[config.mk]
export PLATFORM = sky130hd
export DESIGN_NAME = riscv_cu
export DESIGN_NICKNAME = d
export VERILOG_FILES = /design/src/rtl/riscv_cu.sv
export SDC_FILE = /design/constraint.sdc
export NUM_CORES = 1
export LEC_CHECK = 0
export BUFFER_PORTS_ARGS = -buffer_cell sky130_fd_sc_hd__buf_4
export CAP_MARGIN = 20
export CORE_UTILIZATION = 41
export CTS_CLUSTER_SIZE = 30
export DETAILED_ROUTE_END_ITERATION = 6
export PLACE_DENSITY = 0.75
export SETUP_SLACK_MARGIN = 0.02
export SYNTH_ARGS = -nofsm -noshare
export SYNTH_HDL_FRONTEND = slang
export SYNTH_SLANG_ARGS = --single-unit
[constraint.sdc]
create_clock -name CLK -period 1.6 [get_ports CLK]
set_clock_uncertainty 0.05 [all_clocks]
set_input_delay 0.32 -clock CLK [delete_from_list [all_inputs] [get_ports CLK]]
set_output_delay 0.32 -clock CLK [all_outputs]
set_load 0.005 [all_outputs]
[src/rtl/riscv_cu.sv]
// Multi-cycle RV32I control unit: latches an instruction, decodes it from the IR and
// steps FETCH/DECODE/EXECUTE/MEMORY/WRITEBACK, pulsing the PC, register and store strobes.
module riscv_cu (
   input  logic        CLK,
   input  logic        RST,
   input  logic [31:0] MEM_INST,
   input  logic        INST_ENB,
   input  logic        READ_ENB,
   output logic [4:0]  RS1_ADR,
   output logic [4:0]  RS2_ADR,
   output logic [4:0]  REG_ADR,
   output logic        PC_CLK,
   output logic [3:0]  ALU_OPT,
   output logic [2:0]  BR_OPT,
   output logic [2:0]  LSU_OPT,
   output logic        WRITE_ENB,
   output logic        MEM_WRITE_ENB,
   output logic        GLOBAL_RESET,
   output logic [2:0]  IMM_TYPE,
   output logic [2:0]  RS1_MUX_SELECT,
   output logic [2:0]  RS2_MUX_SELECT,
   output logic [2:0]  REG_MUX_SELECT,
   output logic [2:0]  LSU_MUX_SELECT,
   output logic [2:0]  PC_MUX_SELECT
);
   typedef enum logic [2:0] {S_FETCH, S_DECODE, S_EXECUTE, S_MEMORY, S_WRITEBACK} state_t;

   localparam logic [6:0] OPC_OP     = 7'b0110011;
   localparam logic [6:0] OPC_OPIMM  = 7'b0010011;
   localparam logic [6:0] OPC_LOAD   = 7'b0000011;
   localparam logic [6:0] OPC_STORE  = 7'b0100011;
   localparam logic [6:0] OPC_BRANCH = 7'b1100011;
   localparam logic [6:0] OPC_LUI    = 7'b0110111;
   localparam logic [6:0] OPC_AUIPC  = 7'b0010111;
   localparam logic [6:0] OPC_JAL    = 7'b1101111;
   localparam logic [6:0] OPC_JALR   = 7'b1100111;

   localparam logic [3:0] ALU_ADD  = 4'd0;
   localparam logic [3:0] ALU_SUB  = 4'd1;
   localparam logic [3:0] ALU_SLL  = 4'd2;
   localparam logic [3:0] ALU_SLT  = 4'd3;
   localparam logic [3:0] ALU_SLTU = 4'd4;
   localparam logic [3:0] ALU_XOR  = 4'd5;
   localparam logic [3:0] ALU_SRL  = 4'd6;
   localparam logic [3:0] ALU_SRA  = 4'd7;
   localparam logic [3:0] ALU_OR   = 4'd8;
   localparam logic [3:0] ALU_AND  = 4'd9;

   localparam logic [31:0] INST_NOP = 32'h0000_0013;

   state_t      state;
   logic [31:0] ir;
   logic [6:0]  opcode;
   logic [2:0]  funct3;
   logic        alt;
   logic        unused_ir;

   assign opcode    = ir[6:0];
   assign funct3    = ir[14:12];
   assign alt       = ir[30];
   assign unused_ir = ^{ir[31], ir[29:25]};

   logic [3:0] alu_fn, d_alu;
   logic [2:0] d_br, d_lsu, d_imm, d_m1, d_m2, d_mr, d_mp;
   logic       wr_rd, is_load, is_store, rd_write;

   // funct7[5] selects SUB only for register ops; for immediates it only marks SRAI
   always_comb begin
      alu_fn = ALU_ADD;
      case (funct3)
         3'd0: alu_fn = (opcode == OPC_OP && alt) ? ALU_SUB : ALU_ADD;
         3'd1: alu_fn = ALU_SLL;
         3'd2: alu_fn = ALU_SLT;
         3'd3: alu_fn = ALU_SLTU;
         3'd4: alu_fn = ALU_XOR;
         3'd5: alu_fn = alt ? ALU_SRA : ALU_SRL;
         3'd6: alu_fn = ALU_OR;
         default: alu_fn = ALU_AND;
      endcase
   end

   always_comb begin
      d_alu    = ALU_ADD;
      d_br     = 3'd2;
      d_lsu    = 3'd0;
      d_imm    = 3'd0;
      d_m1     = 3'd0;
      d_m2     = 3'd0;
      d_mr     = 3'd0;
      d_mp     = 3'd0;
      wr_rd    = 1'b0;
      is_load  = 1'b0;
      is_store = 1'b0;
      case (opcode)
         OPC_OP:     begin d_alu = alu_fn; wr_rd = 1'b1; end
         OPC_OPIMM:  begin d_alu = alu_fn; d_m2 = 3'd1; d_imm = 3'd1; wr_rd = 1'b1; end
         OPC_LOAD:   begin d_m2 = 3'd1; d_imm = 3'd1; d_mr = 3'd1; d_lsu = funct3;
                           wr_rd = 1'b1; is_load = 1'b1; end
         OPC_STORE:  begin d_m2 = 3'd1; d_imm = 3'd2; d_lsu = funct3; is_store = 1'b1; end
         OPC_BRANCH: begin d_imm = 3'd3; d_br = funct3; d_mp = 3'd1; end
         OPC_LUI:    begin d_imm = 3'd4; d_mr = 3'd3; wr_rd = 1'b1; end
         OPC_AUIPC:  begin d_m1 = 3'd1; d_m2 = 3'd1; d_imm = 3'd4; wr_rd = 1'b1; end
         OPC_JAL:    begin d_imm = 3'd5; d_br = 3'd3; d_mp = 3'd1; d_mr = 3'd2; wr_rd = 1'b1; end
         OPC_JALR:   begin d_m2 = 3'd1; d_imm = 3'd1; d_br = 3'd3; d_mp = 3'd2; d_mr = 3'd2;
                           wr_rd = 1'b1; end
         default:    ;
      endcase
   end

   assign rd_write = wr_rd && (ir[11:7] != 5'd0);

   // While fetching, the IR may still hold the previous instruction, so ops sit at idle
   logic idle;
   assign idle           = (state == S_FETCH);
   assign RS1_ADR        = ir[19:15];
   assign RS2_ADR        = ir[24:20];
   assign REG_ADR        = ir[11:7];
   assign ALU_OPT        = idle ? ALU_ADD : d_alu;
   assign BR_OPT         = idle ? 3'd2    : d_br;
   assign LSU_OPT        = idle ? 3'd0    : d_lsu;
   assign IMM_TYPE       = idle ? 3'd0    : d_imm;
   assign RS1_MUX_SELECT = idle ? 3'd0    : d_m1;
   assign RS2_MUX_SELECT = idle ? 3'd0    : d_m2;
   assign REG_MUX_SELECT = idle ? 3'd0    : d_mr;
   assign PC_MUX_SELECT  = idle ? 3'd0    : d_mp;
   assign LSU_MUX_SELECT = idle ? 3'd1    : 3'd0;

   // Strobes are registered on the transition so they are high during the target state only
   always_ff @(posedge CLK) begin
      if (!RST) begin
         state         <= S_FETCH;
         ir            <= INST_NOP;
         GLOBAL_RESET  <= 1'b1;
         PC_CLK        <= 1'b0;
         WRITE_ENB     <= 1'b0;
         MEM_WRITE_ENB <= 1'b0;
      end else begin
         GLOBAL_RESET  <= 1'b0;
         PC_CLK        <= 1'b0;
         WRITE_ENB     <= 1'b0;
         MEM_WRITE_ENB <= 1'b0;
         case (state)
            S_FETCH: begin
               if (INST_ENB) begin
                  ir    <= MEM_INST;
                  state <= S_DECODE;
               end
            end
            S_DECODE: state <= S_EXECUTE;
            S_EXECUTE: begin
               if (is_load || is_store) begin
                  state         <= S_MEMORY;
                  MEM_WRITE_ENB <= is_store;
               end else begin
                  state     <= S_WRITEBACK;
                  PC_CLK    <= 1'b1;
                  WRITE_ENB <= rd_write;
               end
            end
            S_MEMORY: begin
               if (is_store || READ_ENB) begin
                  state     <= S_WRITEBACK;
                  PC_CLK    <= 1'b1;
                  WRITE_ENB <= rd_write;
               end
            end
            S_WRITEBACK: state <= S_FETCH;
            default:     state <= S_FETCH;
         endcase
      end
   end
endmodule

* Word-level counts from Yosys, hierarchy flattened
Cells that the tools add are included.
Cells by class: add/subtract/negate cells 0, $mul 0, divide/modulo/power cells 0, order comparisons 0, eq/ne operators 20, shifts and indexed selects 0, muxes and demuxes 34, bitwise gates (word level) 0, reduce and logical (&&, ||, !) cells 18
Operator list (count):
- 3-bit two-way mux | 11
- 4-bit case mux with 7 select lines | 1
- 7-bit by 6-bit == test with 1-bit output, second input constant | 3
- 7-bit == test, second input constant | 3
- 3-bit case mux with 5 select lines | 1
- 7-bit by 5-bit == test with 1-bit output, second input constant | 2
- 1-bit two-way mux | 13
- 3-bit by 2-bit == test with 1-bit output, second input constant | 4
- 3-bit case mux with 4 select lines | 1
- 2-bit OR reduction | 5
- 3-bit == test, second input constant | 3
- 4-bit two-way mux | 2
- 7-bit by 2-bit == test with 1-bit output, second input constant | 1
- 7-bit OR reduction | 1
- 3-bit by 1-bit == test with 1-bit output, second input constant | 2
- 3-bit logical NOT | 2
- 2-bit case mux with 3 select lines | 1
- 3-bit case mux with 2 select lines | 1
- 5-bit nonzero test | 1
- 5-bit OR reduction | 1
- 2-bit != test, second input constant | 2
- 1-bit case mux with 2 select lines | 2
- 2-bit case mux with 2 select lines | 1
- 2-bit AND reduction | 2
- 4 further kinds | 6
Word-level totals: register bits 38, latch bits 0, memory bits (writable) 0, ROM bits 0, input port bits 36, output and inout port bits 47, word-level logic and storage cells 78, memories 0

* Depth between registers and ports, before layout
Gate-level depths: netlist of the first run.
depth in word-level cells 6, depth in mapped cells 6, depth with buffers taken out 4

* Worst setup path before layout of the first run
No wires, ideal clock.
path type reg2out, start register state[0], end output port BR_OPT[2], data arrival time 1.258 ns, required time 1.230 ns, path slack -0.028 ns, stages on the path, launching flop included 6, path buffers 1, cells stage by stage dfxtp_1 -> nor3_2 -> buf_2 -> or2_2 -> nor2_1 -> and3_1
On the way: word-level cells in the longest chain between the ends 2
RTL lines:
- from (decl) | line 51 | state_t state;
- from (signal assigned) | line 131 | state <= S_FETCH;
- from (signal assigned) | line 146 | state <= S_DECODE;
- from (signal assigned) | line 149 | S_DECODE: state <= S_EXECUTE;
- 3-bit logical NOT | line 114 | assign idle = (state == S_FETCH);
- via idle | line 113 | logic idle;
- 3-bit two-way mux | line 119 | assign BR_OPT = idle ? 3'd2 : d_br;
- to (decl) | line 14 | output logic [2:0] BR_OPT,
The timed path passes the listed nets, and every way through them passes these cells.

* Worst setup path after layout of the first run
start register ir[3], end output port ALU_OPT[1]
On the way: word-level cells in the longest chain between the ends 4, elaborated cells on any way between the ends 5, those cells by class eq/ne: 2; mux: 2; reduce/logical: 1
RTL lines:
- from (decl) | line 52 | logic [31:0] ir;
- from (signal assigned) | line 132 | ir <= INST_NOP;
- from (signal assigned) | line 145 | ir <= MEM_INST;
- 7-bit by 6-bit == test with 1-bit output or 7-bit by 5-bit == test with 1-bit output (tied branches) | line 94 | case (opcode)
- 2-bit OR reduction (no line) (*)
- 4-bit two-way mux (*) | line 94
- 4-bit two-way mux (*) | line 118 | assign ALU_OPT = idle ? ALU_ADD : d_alu;
- to (decl) | line 13 | output logic [3:0] ALU_OPT,
Every way passes the cells marked *; elsewhere a longest branch is shown, timed or not.

==> results of run 1 <==
metrics by stage:
step                instance area [um2]  setup TNS [ns]   util
CTS                                2540           -4.31  0.631
global placement                   2310          -0.176  0.574
detailed placement                 2310          -0.256  0.574
floorplan                          1770               0      -
finish                             2880           -7.20  0.715
global route                       2880          -10.22  0.715
cells by family after synthesis:
group,Yosys count
other,1
AO/OA/AOI/OAI,45
AND/OR/NAND/NOR,108
buffers and inverters,44
XOR/XNOR,1
flip-flops,33
routing by layer:
layer,vias up,global-route usage
li1,917,-
met1,928,0.252
met2,75,0.370
met3,14,0.0659
met4,0,0.109
met5,-,0
registers in the layout, summed over array words and instances (netlist names):
register	count
state	3
MEM_WRITE_ENB	1
ir	26
PC_CLK	1
GLOBAL_RESET	1
WRITE_ENB	1
synth_stat cells (2+ instances only):
master / number
a211oi_1: 2
a21oi_1: 29
and3_1: 4
buf_2: 4
buf_4: 26
buf_6: 2
clkbuf_1: 5
dfxtp_1: 33
inv_1: 6
nand2_1: 60
nand3_1: 11
nand3b_1: 2
nor2_1: 14
nor3_1: 5
nor3_2: 2
o21ai_0: 6
final timing paths:
check | start | cells after the start | end | slack [ns]
worst max register to register | state[0] | 9 | ir[13] | -0.11
worst min-delay path | MEM_INST[4] | 3 | ir[4] | 0.19
worst min register to register | ir[17] | 2 | ir[17] | 0.40
worst max-delay path | ir[3] | 6 | ALU_OPT[1] | -0.35
worst max-delay path: cells and delay by family, from the launching register on:
kind	cells	cell delay (ns)
flip-flops	1	0.32
AND/OR/NAND/NOR	4	0.67
buffers and inverters	2	0.32
power by group:
group	internal [W]	leakage [nW]	switching [W]
combinational	0.000378	0.975	0.000341
clock	0.000341	0.0443	0.000283
sequential	0.000879	0.274	0.0000496
total	0.00160	1.29	0.000673
what timing repair did:
item / CTS / global route
pin swaps: 10 / 26
setup buffers: 7 / 5
hold buffers: 0 / 0
cloned: 0 / 3
setup endpoints to repair: 50 / 51
endpoints found under the hold margin: 0 / 0
resized for setup: 30 / 62
cell type report:
| type | instances | share of cell area |
|---|---|---|
| repair buffers | 111 | 0.334 |
| clock buffers | 7 | 0.0300 |
| inverters | 7 | 0.00912 |
| flip-flops and latches | 33 | 0.237 |
| well taps | 50 | 0.0217 |
| multi-input cells | 162 | 0.368 |
==> results.tsv, run 1 <==
metric	value	unit
routed-wl-met3	308	um
crit_arrival	1.58	ns
worstSkewPairLatency	0.28	ns
layout-drive-gt1-share	0.566	
synth_compound_area_frac	0.158	
drt_iter0_drc	82	
grt_start_max_net_pins	27	
final_common_cell	buf_4	
synth_edf_count	0	
drt-met1-wl	2150	um
antenna_found_initial	0	
async_flop_share	0	
hp-class	input pin to register	
synth_top_family_by_area	simple AND/OR/NAND/NOR gates	
multi_input_area	1060	um2
rsz0062_at_grt	true	
synthTopCellsByArea	dfxtp_1, nand2_1, buf_4	
overflow	0	
crit_type	register to primary output	
dp_slack	-0.0796	ns
die-area	4510	um2
synth-seq-area-share	0.380	
synthFlopType	dfxtp_1	
tritoncts	yes	
fin_total_pwr	0.00227	W
p_leak	1.29	nW
instances_no_fill	370	
crit_slowest_cell	dfxtp_2	
io_buffer_count	68	
rows	23	
dp.cells	349	
finalCritPeriodShare	1.22	
cts_root_buf	clkbuf_8	
syn_area	1740	um2
synth_adder_area_share	0	
drv_slew	0	
firstDrtPassIters	4	
fill_cells	313	
ant_nets	0	
p_per_area	788	nW/um2
ys_ff_latch	33	
htree_num_levels	2	
path_max_fanout	3	
vias_per_cell	5.23	
routed.top_layer	met4	
routabilityCongestion	0.847	
wl_met2	2950	um
path_clk_slew	0.06	ns
synth_area_leader_cell	dfxtp_1	
avgSynthCellArea	7.50	um2
violations	setup timing	
grt_first_pass_wirelength	7370	um
diodes	0	
final.setup.worst_slack	-0.349	ns
status	complete, but fails checks	
hold_viol_final	0	
cpPeakStageDelay	0.32	ns
grtUsageTotal	0.220	
regArea	683	um2
peakVddDrop	0.487	mV
period_minus_slack	1.95	ns
synth_xor_area_frac	0.00504	
startpoint_type	register	
dieHeight	67.1	um
hold-worst-slack	0.191	ns
initial_core_util	0.432	
clock.fmax	513	MHz
worstPathRequired	1.23	ns
layout_common_cells	buf_4, nand2_1, dfxtp_1	
dpl.hpwl	3170	um
final_nets	356	
synthCells	232	
yosysWarnings	0	
cts_buffers	5	
muxShareOfSynthArea	0	
yosys.area_share.simple	0.293	
crit_chain	nand3b_4 > nor3_4 > nand3b_1 > buf_6 > nor2_1 > buf_4	
area_delta_synth_final	65.6	%
setup_viol	48	
routed_wl	5560	um
cts_max_path_buffers	2	
drc	0	
die_x	67.1	um
grt_pass1_vias	1621	
num_vias	1934	
synth_top_area_frac	0.380	
cts_sinks	33	
end_kind	primary output	
yosys.cell_types.count	37	
avgRoutedWirePerCell	15.0	um
drv_cap	0	
ioPinCount	83	
core-area	4030	um2
(Power assumes the default switching activity.)
==> run 2, diff against run 1 <==
--- a/config.mk
+++ b/config.mk
@@ -7,10 +7,9 @@
 export LEC_CHECK = 0
 export BUFFER_PORTS_ARGS = -buffer_cell sky130_fd_sc_hd__buf_4
 export CAP_MARGIN = 20
-export CORE_UTILIZATION = 41
+export CORE_UTILIZATION = 25
 export CTS_CLUSTER_SIZE = 30
 export DETAILED_ROUTE_END_ITERATION = 6
-export PLACE_DENSITY = 0.75
 export SETUP_SLACK_MARGIN = 0.02
 export SYNTH_ARGS = -nofsm -noshare
 export SYNTH_HDL_FRONTEND = slang
==> results.tsv, run 2 (synthesis gave the netlist of run 1 again) <==
metric	value	unit	change
routed_wl	5270	um	-5.3%
crit_slowest_cell	and4bb_2		
tritoncts	yes		
crit_chain	buf_4 > buf_6 > and4bb_2 > nand3_2 > nor3_2 > buf_4		
grt_pass1_vias	1670		+3.0%
crit_top_cell	buf_4		
regArea	683	um2	unchanged
avgRoutedWirePerCell	13.3	um	-11%
layout_common_cells	buf_4, nand2_1, dfxtp_1		
fill_cells	689		+120%
violations	setup timing		
num_vias	1800		-6.9%
antenna_found_initial	0		unchanged
postPlaceCellArea	2320	um2	+0.22%
overflow	0		unchanged
drc	0		unchanged
setup_viol	24		-50%
drv_cap	0		unchanged
grt_first_pass_wirelength	8310	um	+13%
postCtsHoldBufs	0		unchanged
vias_per_cell	4.55		-13%
ioPinCount	83		unchanged
initial_core_util	0.257		-0.174
peakVddDrop	0.439	mV	-9.8%
reg2reg_depth	7		-2
diodes	0		unchanged
final.setup.worst_slack	-0.317	ns	+0.0318 ns
dieHeight	85.4	um	+27%
cts_root_buf	clkbuf_8		
hold_viol_final	0		unchanged
final_nets	351		-1.4%
multi_input_area	1060	um2	+0.12%
hp-class	input pin to register		
htree_num_levels	2		unchanged
worstSkewPairLatency	0.28	ns	about the same
fin_tns_setup	-4.71	ns	+2.48 ns
path_clk_slew	0.07	ns	about the same
dpl.hpwl	3440	um	+8.5%
rows	30		+30%
startpoint_type	register		
instances_no_fill	396		+7.0%
top_regs	ir (26), state (3)		
path_max_fanout	3		unchanged
firstDrtPassIters	4		unchanged
clock.fmax	522	MHz	+1.7%
stdcell_area	2890	um2	+0.22%
regMostFlops	ir		
p_leak	1.24	nW	-4.2%
endpoint	RS1_MUX_SELECT[0]		
crit_type	register to primary output		
largest_reg_flops	26		unchanged
grtUsageTotal	0.144		-0.0758
finalCritPeriodShare	1.20		-0.0199
p_per_area	794	nW/um2	+0.74%
reg2reg_from	ir[3]		
die-area	7290	um2	+62%
r2r_end	state[0]		
cts_max_path_buffers	2		unchanged
dp_slack	-0.156	ns	-0.0764 ns
area_delta_synth_final	66.0	%	
cts_sinks	33		unchanged
routabilityCongestion	0.748		-12%
crit_arrival	1.55	ns	-0.03 ns
status	complete, but fails checks		
layout-drive-gt1-share	0.538		-0.0277
io_buffer_count	68		unchanged
worstPathRequired	1.23	ns	about the same
grt_start_max_net_pins	27		unchanged
startpoint	ir[3]		
core-area	6760	um2	+68%
drt_iter0_drc	63		-23%
cts_buffers	5		unchanged
rsz0062_at_grt	true		
period_minus_slack	1.92	ns	-0.0318 ns
r2r_slack	-0.06	ns	+0.05 ns
end_kind	primary output		
cpPeakStageDelay	0.33	ns	about the same
ant_nets	0		unchanged
drv_slew	0		unchanged
dp.cells	373		+6.9%
final_common_cell	buf_4		
die_x	85.4	um	+27%
## run 2: cell types whose count changed in the layout (fill, tap and decap cells not counted), sizes merged
cell | previous run | this run
clkbuf | 9 | 8
clkinv | 0 | 1
buf | 109 | 105
## run 2: metrics by stage
stage	hold slack [ns]	utilization	total power [W]
2_1_floorplan	0.342	-	0.00123
3_3_place_gp	0.394	0.343	0.00142
3_5_place_dp	0.397	0.343	0.00143
4_1_cts	0.185	0.391	0.00220
5_1_grt	0.193	0.427	0.00242
6_report	0.195	0.427	0.00229
## run 2: final cells by class
cell class,instances,share of cell area
clock inverter,1,0.00173
timing repair buffer,106,0.317
clock buffer,7,0.0334
inverter,7,0.00910
sequential,33,0.237
tap,80,0.0347
multi-input combinational,162,0.368
## run 2: power by group
part / switching [W] / leakage (nW) / total [W] / internal, W
logic: 0.000315 / 0.910 / 0.000664 / 0.000350
registers: 0.0000517 / 0.274 / 0.000930 / 0.000878
clock network: 0.000309 / 0.0542 / 0.000698 / 0.000389
total: 0.000675 / 1.24 / 0.00229 / 0.00162
## run 2: what timing repair did
item,in CTS,in global routing
pin swaps,16,15
endpoints found under the hold margin,0,0
cloned,0,1
endpoints found under the setup margin,22,27
buffers inserted,9,5
gates resized for setup,44,41
## run 2: worst min-delay path by stage
stage / start / endpoint / slack [ns] / depth (start not counted)
after floorplan: RST / ir[0] / 0.34 / 1
after global placement: ir[17] / ir[17] / 0.39 / 2
after detailed placement: ir[17] / ir[17] / 0.40 / 2
after CTS: RST / ir[4] / 0.19 / 2
after global routing: RST / ir[0] / 0.19 / 2
final: MEM_INST[0] / ir[0] / 0.19 / 3
## run 2: per-layer routing
layer	share of wire	vias up	wire length (um)	global-route usage
met3	0.053	9	279	0.0389
li1	-	908	-	-
met2	0.50	44	2640	0.249
met5	0	-	0	0
met4	0.014	0	76	0.0318
met1	0.43	839	2270	0.180
## run 2: critical path: cells and delay by family (launching register included)
kind	cells	cell delay, ns
simple gates	3	0.58
buf+inv	3	0.36
flops	1	0.32
==> run 3, diff against run 2 <==
--- a/config.mk
+++ b/config.mk
@@ -10,6 +10,7 @@
 export CORE_UTILIZATION = 25
 export CTS_CLUSTER_SIZE = 30
 export DETAILED_ROUTE_END_ITERATION = 6
+export RECOVER_POWER = 50
 export SETUP_SLACK_MARGIN = 0.02
 export SYNTH_ARGS = -nofsm -noshare
 export SYNTH_HDL_FRONTEND = slang
==> results.tsv, run 3 (synthesis gave the netlist of run 1 again) <==
metric	value	unit	change
violations	setup timing		
area_delta_synth_final	65.8	%	about the same
hp-class	input pin to register		
diodes	0		unchanged
cts_buffers	5		unchanged
ioPinCount	83		unchanged
final_common_cell	buf_4		
peakVddDrop	0.440	mV	about the same
tritoncts	yes		
reg2reg_depth	7		unchanged
top_regs	ir (26), state (3)		
startpoint_type	register		
tightest_slew	0.552	ns	
postPlaceCellArea	2320	um2	unchanged
finalCritPeriodShare	1.20		-0.00299
postCtsHoldBufs	0		unchanged
netSwitchingFraction	0.294		about the same
regMostFlops	ir		
vias_per_cell	4.53		-0.28%
drt_iter0_drc	42		-33%
overflow	0		unchanged
layout-drive-gt1-share	0.535		-0.00316
pwr-share-seq	0.407		about the same
r2r_slack	-0.06	ns	about the same
grt_first_pass_wirelength	8310	um	unchanged
clockPowerShare	0.305		about the same
antenna_found_initial	0		unchanged
final_nets	351		unchanged
maxSlewHeadroom	0.632		
grt_pass1_vias	1670		unchanged
period_minus_slack	1.91	ns	-0.00479 ns
firstDrtPassIters	4		unchanged
worstSkewPairLatency	0.28	ns	about the same
dieHeight	85.4	um	unchanged
p_leak	1.23	nW	-0.67%
clock.fmax	523	MHz	+0.25%
routed_wl	5240	um	-0.55%
path_max_fanout	3		unchanged
hold-worst-slack	0.195	ns	+0.000139 ns
final.setup.worst_slack	-0.312	ns	+0.00479 ns
layout_common_cells	buf_4, nand2_1, dfxtp_1		
num_vias	1795		-0.28%
drv_slew	0		unchanged
grtUsageTotal	0.144		unchanged
power_frac_comb	0.288		-0.002
die_x	85.4	um	unchanged
ant_nets	0		unchanged
io_buffer_count	68		unchanged
p_per_area	792	nW/um2	-0.20%
initial_core_util	0.257		unchanged
p_int	0.00161	W	-0.25%
rows	30		unchanged
worstPathRequired	1.23	ns	about the same
status	complete, but fails checks		
cts_root_buf	clkbuf_8		
htree_num_levels	2		unchanged
hold_viol_final	0		unchanged
drc	0		unchanged
hold_depth	3		unchanged
rsz0062_at_grt	true		
avgRoutedWirePerCell	13.2	um	-0.55%
routabilityCongestion	0.748		unchanged
crit_arrival	1.54	ns	about the same
dpl.hpwl	3440	um	unchanged
cts_sinks	33		unchanged
end_kind	primary output		
dp_slack	-0.156	ns	unchanged
largest_reg_flops	26		unchanged
p_sw	0.000673	W	-0.38%
fin_tns_setup	-4.66	ns	+0.0515 ns
setup_viol	24		unchanged
cts_max_path_buffers	2		unchanged
drv_cap	0		unchanged
die-area	7290	um2	unchanged
path_clk_slew	0.07	ns	about the same
core-area	6760	um2	unchanged
stdcell_area	2880	um2	about the same
grt_start_max_net_pins	27		unchanged
crit_type	register to primary output		
fin_util	0.427		about the same
run 3: power groups by stage:
stage / registers (W) / logic (W) / clock network (W)
5_1_grt: 0.000938 / 0.000717 / 0.000756
6_report: 0.000929 / 0.000659 / 0.000697
2_1_floorplan: 0.000933 / 0.000302 / 0
3_5_place_dp: 0.000944 / 0.000481 / 0
3_3_place_gp: 0.000942 / 0.000474 / 0
4_1_cts: 0.000928 / 0.000552 / 0.000721
run 3: cell type report:
class	count	area, um2
Inverter	7	26.3
Clock buffer	7	96.3
Tap cell	80	100
Clock inverter	1	5.00
Fill cell	690	3870
Timing Repair Buffer	106	912
Multi-Input combinational cell	162	1060
Sequential cell	33	683
run 3: timing repair:
item / CTS / global route
pin swaps: 16 / 15
cloned: 0 / 1
setup endpoints to repair: 22 / 27
resized for setup: 44 / 41
setup buffers: 9 / 5
run 3: per-layer routing:
| layer | up-vias | global-route usage | share of wire |
|---|---|---|---|
| met5 | - | 0 | 0 |
| met4 | 0 | 0.0318 | 0.015 |
| met3 | 9 | 0.0389 | 0.058 |
| met2 | 46 | 0.249 | 0.50 |
| met1 | 832 | 0.180 | 0.43 |
| li1 | 908 | - | - |
run 3: final timing paths:
path                                  start                 to
worst max-delay path                  ir[3]  RS1_MUX_SELECT[0]
worst min-delay path            MEM_INST[0]              ir[0]
worst max register to register        ir[3]          WRITE_ENB
worst min register to register       ir[22]             ir[22]
run 3: through the flow:
stage	power [W]	std cells
3_3_place_gp	0.00142	373
5_1_grt	0.00241	396
4_1_cts	0.00220	390
3_5_place_dp	0.00143	373
6_report	0.00229	396
2_1_floorplan	0.00123	239
run 3: worst max-delay path, cell delays in order (launching register included):
cell	delay [ns]
dfxtp_2	0.32
buf_4	0.12
buf_6	0.11
and4bb_1	0.31
nand3_2	0.12
nor3_2	0.14
buf_4	0.14
